<file path="src/rtl/alarm_pkg.sv">
// alarm_pkg: shared FSM state, time limits and width helper for the alarm controller
package alarm_pkg;

   typedef enum logic [1:0] {IDLE, RINGING, SNOOZE} state_t;

   localparam logic [5:0] HOUR_MAX     = 6'd23;
   localparam logic [5:0] MIN_MAX      = 6'd59;
   localparam int         SECS_PER_MIN = 60;

   function automatic int w_of(input int n);
      return (n > 2) ? $clog2(n) : 1;
   endfunction

endpackage

</file>
<file path="src/rtl/alarm_slot.sv">
// alarm_slot: one programmable alarm time with write validation and a registered match pulse
module alarm_slot
   import alarm_pkg::*;
(
   input  logic       clk_50MHz,
   input  logic       reset,
   input  logic       tick_1Hz,
   input  logic [5:0] cur_hour,
   input  logic [5:0] cur_min,
   input  logic [5:0] cur_sec,
   input  logic       wr_en,
   input  logic [5:0] wr_hour,
   input  logic [5:0] wr_min,
   input  logic       wr_enable,
   output logic [5:0] slot_hour,
   output logic [5:0] slot_min,
   output logic       slot_en,
   output logic       match
);

   logic [5:0] hour_q, hour_d, min_q, min_d;
   logic       en_q, en_d, match_q, match_d, wr_ok;

   // Take only legal times; flag a match on the top-of-minute tick
   always_comb begin
      wr_ok   = wr_en && wr_hour <= HOUR_MAX && wr_min <= MIN_MAX;
      hour_d  = wr_ok ? wr_hour : hour_q;
      min_d   = wr_ok ? wr_min : min_q;
      en_d    = wr_ok ? wr_enable : en_q;
      match_d = tick_1Hz && cur_sec == 6'd0 && en_q && cur_hour == hour_q && cur_min == min_q;
   end

   // Slot registers
   always_ff @(posedge clk_50MHz or posedge reset) begin
      if (reset) begin
         hour_q  <= '0;
         min_q   <= '0;
         en_q    <= 1'b0;
         match_q <= 1'b0;
      end else begin
         hour_q  <= hour_d;
         min_q   <= min_d;
         en_q    <= en_d;
         match_q <= match_d;
      end
   end

   assign slot_hour = hour_q;
   assign slot_min  = min_q;
   assign slot_en   = en_q;
   assign match     = match_q;

endmodule

</file>
<file path="src/rtl/multi_alarm_controller.sv">
// multi_alarm_controller: N alarm slots with pending queue, snooze and ring timeout
module multi_alarm_controller
   import alarm_pkg::*;
#(
   parameter  int NUM_ALARMS   = 4,
   parameter  int SNOOZE_MIN   = 5,
   parameter  int MAX_SNOOZE   = 3,
   parameter  int RING_SECONDS = 60,
   localparam int SEL_W        = w_of(NUM_ALARMS)
) (
   input  logic                  clk_50MHz,
   input  logic                  reset,
   input  logic                  tick_1Hz,
   input  logic [5:0]            cur_hour,
   input  logic [5:0]            cur_min,
   input  logic [5:0]            cur_sec,
   input  logic [SEL_W-1:0]      sel,
   input  logic                  wr_en,
   input  logic [5:0]            wr_hour,
   input  logic [5:0]            wr_min,
   input  logic                  wr_enable,
   output logic [5:0]            rd_hour,
   output logic [5:0]            rd_min,
   output logic                  rd_enable,
   input  logic                  key_snooze,
   input  logic                  key_dismiss,
   output logic                  ringing,
   output logic [SEL_W-1:0]      active_slot,
   output logic                  alarm_LED,
   output logic                  snooze_LED,
   output logic [NUM_ALARMS-1:0] pending
);

   localparam int CD_W = w_of(SNOOZE_MIN * SECS_PER_MIN + 1);
   localparam int RC_W = w_of(RING_SECONDS + 1);
   localparam int SC_W = w_of(MAX_SNOOZE + 1);
   localparam logic [CD_W-1:0] CD_LOAD = CD_W'(SNOOZE_MIN * SECS_PER_MIN);
   localparam logic [RC_W-1:0] RC_END  = RC_W'(RING_SECONDS);
   localparam logic [SC_W-1:0] SC_MAX  = SC_W'(MAX_SNOOZE);

   state_t                state_q, state_d;
   logic [CD_W-1:0]       cd_q, cd_d;
   logic [RC_W-1:0]       ring_q, ring_d, ring_inc;
   logic [SC_W-1:0]       snz_q, snz_d;
   logic                  led_q, led_d;
   logic [SEL_W-1:0]      act_q, act_d, pick;
   logic [NUM_ALARMS-1:0] pend_q, pend_d, pend_all, match_a, sel_oh, en_a;
   logic [5:0]            hour_a [NUM_ALARMS];
   logic [5:0]            min_a  [NUM_ALARMS];
   logic                  sel_ok, wr_ok, abort;

   for (genvar i = 0; i < NUM_ALARMS; i++) begin : g_slot
      assign sel_oh[i] = int'(sel) == i;
      alarm_slot u_slot (
         .clk_50MHz (clk_50MHz),
         .reset     (reset),
         .tick_1Hz  (tick_1Hz),
         .cur_hour  (cur_hour),
         .cur_min   (cur_min),
         .cur_sec   (cur_sec),
         .wr_en     (wr_en && sel_oh[i]),
         .wr_hour   (wr_hour),
         .wr_min    (wr_min),
         .wr_enable (wr_enable),
         .slot_hour (hour_a[i]),
         .slot_min  (min_a[i]),
         .slot_en   (en_a[i]),
         .match     (match_a[i])
      );
   end

   assign sel_ok    = int'(sel) < NUM_ALARMS;
   assign wr_ok     = wr_en && sel_ok && wr_hour <= HOUR_MAX && wr_min <= MIN_MAX;
   assign abort     = wr_ok && !wr_enable && sel == act_q && state_q != IDLE;
   assign rd_hour   = sel_ok ? hour_a[sel] : '0;
   assign rd_min    = sel_ok ? min_a[sel] : '0;
   assign rd_enable = sel_ok && en_a[sel];
   // Fresh match pulses show up in pending the cycle after the tick, before they are latched
   assign pend_all  = pend_q | match_a;

   // Lowest-index pending slot is serviced first
   always_comb begin
      pick = '0;
      for (int k = NUM_ALARMS - 1; k >= 0; k--) pick = pend_all[k] ? SEL_W'(k) : pick;
   end

   // Next state: abort beats keys, dismiss beats snooze, keys beat the tick
   always_comb begin
      state_d  = state_q;
      cd_d     = cd_q;
      ring_d   = ring_q;
      snz_d    = snz_q;
      led_d    = led_q;
      act_d    = act_q;
      pend_d   = pend_all;
      ring_inc = ring_q + RC_W'(1);
      unique case (state_q)
         IDLE:
            if (|pend_all) begin
               state_d      = RINGING;
               act_d        = pick;
               pend_d[pick] = 1'b0;
               ring_d       = '0;
               snz_d        = '0;
               led_d        = 1'b1;
            end
         RINGING:
            if (abort || key_dismiss || (key_snooze && snz_q == SC_MAX)) begin
               state_d = IDLE;
               led_d   = 1'b0;
            end else if (key_snooze) begin
               state_d = SNOOZE;
               snz_d   = snz_q + SC_W'(1);
               cd_d    = CD_LOAD;
               led_d   = 1'b0;
            end else if (tick_1Hz) begin
               ring_d = ring_inc;
               led_d  = ring_inc == RC_END ? 1'b0 : ~led_q;
               if (ring_inc == RC_END) state_d = IDLE;
            end
         SNOOZE:
            if (abort || key_dismiss) state_d = IDLE;
            else if (tick_1Hz) begin
               cd_d = cd_q - CD_W'(1);
               if (cd_q == CD_W'(1)) begin
                  state_d = RINGING;
                  ring_d  = '0;
                  led_d   = 1'b1;
               end
            end
         default: state_d = IDLE;
      endcase
      if (abort) pend_d[sel] = 1'b0;
   end

   // State and counter registers
   always_ff @(posedge clk_50MHz or posedge reset) begin
      if (reset) begin
         state_q <= IDLE;
         cd_q    <= '0;
         ring_q  <= '0;
         snz_q   <= '0;
         led_q   <= 1'b0;
         act_q   <= '0;
         pend_q  <= '0;
      end else begin
         state_q <= state_d;
         cd_q    <= cd_d;
         ring_q  <= ring_d;
         snz_q   <= snz_d;
         led_q   <= led_d;
         act_q   <= act_d;
         pend_q  <= pend_d;
      end
   end

   assign ringing     = state_q == RINGING;
   assign snooze_LED  = state_q == SNOOZE;
   assign alarm_LED   = led_q;
   assign active_slot = act_q;
   assign pending     = pend_all;

endmodule

</file>
<file path="config.mk">
export PLATFORM = sky130hd
export DESIGN_NAME = multi_alarm_controller
export DESIGN_NICKNAME = d
export VERILOG_FILES = /design/src/rtl/alarm_pkg.sv /design/src/rtl/alarm_slot.sv /design/src/rtl/multi_alarm_controller.sv
export SDC_FILE = /design/constraint.sdc
export NUM_CORES = 1
export LEC_CHECK = 0
export BUFFER_PORTS_ARGS = -buffer_cell sky130_fd_sc_hd__buf_2
export CELL_PAD_IN_SITES_DETAIL_PLACEMENT = 1
export CELL_PAD_IN_SITES_GLOBAL_PLACEMENT = 1
export CORE_MARGIN = 2
export CORE_UTILIZATION = 50
export DETAILED_ROUTE_END_ITERATION = 10
export PLACE_DENSITY = 0.84
export SLEW_MARGIN = 20
export SYNTH_ARGS = -nofsm -noshare
export SYNTH_HDL_FRONTEND = slang
export SYNTH_SLANG_ARGS = --single-unit
export TNS_END_PERCENT = 10
</file>
<file path="constraint.sdc">
create_clock -name clk_50MHz -period 5.1 [get_ports clk_50MHz]
set_input_delay 0.255 -clock clk_50MHz [delete_from_list [all_inputs] [get_ports clk_50MHz]]
set_output_delay 0.255 -clock clk_50MHz [all_outputs]
set_load 0.01 [all_outputs]
</file>
==> key figures <==
Status
  • Status: complete, no violations

Layout
  • Utilization after layout: 0.583
  • Synthesis-to-finish area growth: 12.1%
  • Layout Nets: 504
  • # fillers: 935
  • Layout cells sized above 1: 0.300
  • # diodes: 0

Synth
  • Area share of the largest cell type after synthesis: 0.451
  • Main area contributors after synthesis: dfrtp_1, mux2_2, mux4_2
  • Cell area after synthesis: 4550 um2
  • EDFF count, synth: 0
  • Post-Syn Nets: 449
  • Mapped Cells: 406
  • Seq/Total Area, Yosys: 0.451
  • Number of synthesized register bits: 82
  • Cell taking the most area after synthesis: dfrtp_1
  • Async SR Flop Fraction: 1.00
  • Top_reg_cell synth: dfrtp_1
  • Ys Warns: 0
  • Avg Inst Size Synth: 11.2 um2
  • Synth cell types: 56

Job
  • Number of max-cap violations: 0

Timing
  • Slew @ Worst Pin: 765 ps
  • Endpoints failing setup: 0
  • Normalized max-slew margin: 0.490
  • Final Skew: 8.37 ps
  • Peak Freq: 452 MHz
  • RSZ-0062 raised after global routing: false
  • Final period util: 0.433
  • Max Transition Viols Final: 0
  • Crit path time final: 2210 ps
  • Final TNS setup: 0 ps
  • Final hold violations: 0

Floorplan
  • Core Rows: 34
  • Core outline area: 8760 um2
  • Die area: 9880 um2
  • Die width: 99.4 um
  • Starting utilization of the core area: 0.519
  • Die height: 99.4 um
  • I/O pin count: 61

Worst setup path
  • Kind of end point of the critical path: flip-flop
  • Crit path max fanout: 14
  • Crit path cell chain: buf_2 > nand4_1 > and4b_1 > nand2_1 > inv_1 > a211oi_1
  • Reg2Reg Depth: 5
  • CP Class: in2reg
  • Critical Path Max Stage Delay: 620 ps
  • Setup crit start kind: input pin
  • WP data arrival: 2430 ps
  • Critical Path RT: 5320 ps
  • Critical-path top delay cell: inv_1

Global routing
  • GR Util met1: 0.371
  • Met2 GRT Util: 0.437
  • Vias in the first global route: 3679
  • Busiest grt layer: met2
  • Largest net degree at the start of global routing: 83
  • Initial antenna violation count: 0
  • Total Routing Usage GR: 0.268
  • First-pass GRT wire length: 20.4 mm
  • Met3 Track Usage GR: 0.0541
  • GRT overflow: 0

Clocking
  • Postcts setup bufs: 0
  • CTS Sinks: 82
  • Clock H-tree levels: 3
  • Clk buf depth: 2
  • CTS tree: done
  • Root buf cell: clkbuf_8
  • Worst-path clk slew: 80 ps
  • Total CTS buffers: 9
  • CTS Hold Bufs: 0
  • Post-CTS Resized: 0
  • Clk_lat worst skew: 360 ps

Route
  • Vias post-DR: 3433
  • DRT iter0 DRCs: 200
  • Post-Route WL: 12.5 mm
  • Drt drc: 0
  • Vias/cell: 5.98
  • Wire length per cell: 21.7 um
  • Routed Antenna Nets: 0
  • First-pass detailed-route iteration total: 4

Placed design
  • Final HPWL from detailed placement: 8.81 mm
  • I/O Buffers: 60
  • Routability congestion estimate from global placement: 0.808

Power and ir drop
  • P per Cell Area: 378 nW/um2
  • Peak supply drop: 0.191 mV
  • Pwr Total: 1.93 mW
  • Static Leakage: 2.31 nW

Worst hold path
  • HP Class: in2async
## cell families (layout without fill, tap and decap cells)
group | after synthesis | count (layout) | share of synthesized area
buffers and inverters | 31 | 91 | 0.0324
muxes | 52 | 52 | 0.160
and+or+nand+nor | 141 | 141 | 0.167
adders and majority gates | 4 | 4 | 0.0110
DFF | 82 | 82 | 0.451
xor gates and xnor gates | 53 | 53 | 0.102
AOI/OAI and AO/OA | 43 | 43 | 0.0764
## layout make-up
cell class                      instances  area, um2  area share
Multi-Input combinational cell        293       2350       0.461
Sequential cell                        82       2050       0.402
Tap cell                              108        135      0.0265
Inverter                               14       56.3      0.0110
Timing Repair Buffer                   61        312      0.0610
Clock buffer                           14        163      0.0319
Clock inverter                          2       35.0     0.00686
## Yosys cell counts (2+ instances only)
master	n
xor2_1	21
nand4_1	8
and2_1	6
nor2b_1	2
nor4_4	2
a211oi_1	2
and3_1	2
inv_1	12
buf_2	5
or3_1	5
nor4b_1	2
buf_1	2
xnor2_1	32
mux2i_1	3
nor4_2	3
a221oi_1	2
mux4_2	13
o21ai_0	4
buf_6	2
mux2_2	36
nor4_1	9
nor3_1	5
a21o_1	2
clkbuf_1	6
ha_1	4
nand2_1	62
nor2_1	17
dfrtp_1	82
buf_4	2
o21ai_1	7
a2111oi_4	2
o31ai_1	3
a21oi_1	9
o41ai_1	3
nand3b_1	2
nand3_1	7
## critical path: cells and delay by family
kind / cells / cell delay [ps]
AO/OA/AOI/OAI: 1 / 160
AND/OR/NAND/NOR: 3 / 1250
buffers and inverters: 2 / 760
## registers in the layout, indices dropped and copies added, names as in the netlist
signal / flops
active_slot: 2
alarm_LED: 1
cd_q: 9
g_slot.u_slot.match: 4
g_slot.u_slot.slot_en: 4
g_slot.u_slot.slot_hour: 24
g_slot.u_slot.slot_min: 24
pend_q: 4
ring_q: 6
snz_q: 2
state_q: 2
## per-stage QoR
stage | hold slack (ps) | instances | instance area, um2 | setup WS [ps]
final | 91.4 | 574 | 5100 | 2890
after global placement | 471 | 558 | 4900 | 2660
after floorplan | 351 | 406 | 4550 | 2740
after global routing | 150 | 574 | 5100 | 2790
after detailed placement | 492 | 558 | 4900 | 2610
after CTS | 127 | 574 | 5100 | 2950
## cell usage in the layout (no fill, tap or decap), types with 2 or more instances in the layout
cell type / Yosys / final
nor4b_1: 2 / 2
nand3_1: 7 / 7
and2_1: 6 / 6
nor4_4: 2 / 2
a21o_1: 2 / 2
a21oi_1: 9 / 9
nor4_1: 9 / 9
nand4_1: 8 / 8
xor2_1: 21 / 21
nor4_2: 3 / 3
a211oi_1: 2 / 2
o41ai_1: 3 / 3
xnor2_1: 32 / 32
nor3_1: 5 / 5
mux2i_1: 3 / 3
inv_1: 12 / 11
o31ai_1: 3 / 3
mux2_2: 36 / 36
a2111oi_4: 2 / 2
a221oi_1: 2 / 2
o21ai_1: 7 / 7
dfrtp_1: 82 / 82
clkbuf_1: 6 / 3
clkinv_2: 0 / 2
and3_1: 2 / 2
nand3b_1: 2 / 2
buf_2: 5 / 60
nand2_1: 62 / 62
clkbuf_8: 0 / 11
ha_1: 4 / 4
o21ai_0: 4 / 4
or3_1: 5 / 5
nor2b_1: 2 / 2
nor2_1: 17 / 17
mux4_2: 13 / 13
## power breakdown
| group | total [mW] | switching [mW] | leakage [nW] | internal, mW |
|---|---|---|---|---|
| registers | 0.944 | 0.152 | 1.04 | 0.792 |
| clock network | 0.493 | 0.240 | 0.101 | 0.254 |
| logic | 0.495 | 0.241 | 1.17 | 0.254 |
## routing by layer
| layer | vias to the layer above | part of all wire |
|---|---|---|
| met3 | 21 | 0.040 |
| met4 | 0 | 0.019 |
| met2 | 89 | 0.50 |
| met1 | 1761 | 0.45 |
| met5 | - | 0 |
| li1 | 1562 | - |
## path summary, 6_finish.rpt
| path | start | endpoint | slack, ps |
|---|---|---|---|
| worst max-delay path | wr_min[5] | pend_q[0] | 2890 |
| worst min-delay path | reset | g_slot[1].u_slot.slot_min[5] | 90 |
| worst max register to register | state_q[1] | snz_q[1] | 3000 |
| worst min register to register | ring_q[0] | ring_q[0] | 510 |
| max in group asynchronous | reset | g_slot[3].u_slot.slot_hour[1] | 4480 |
| min in group clk_50MHz | wr_hour[0] | g_slot[0].u_slot.slot_hour[0] | 130 |
No activity file was read; power rests on OpenSTA's default activity.
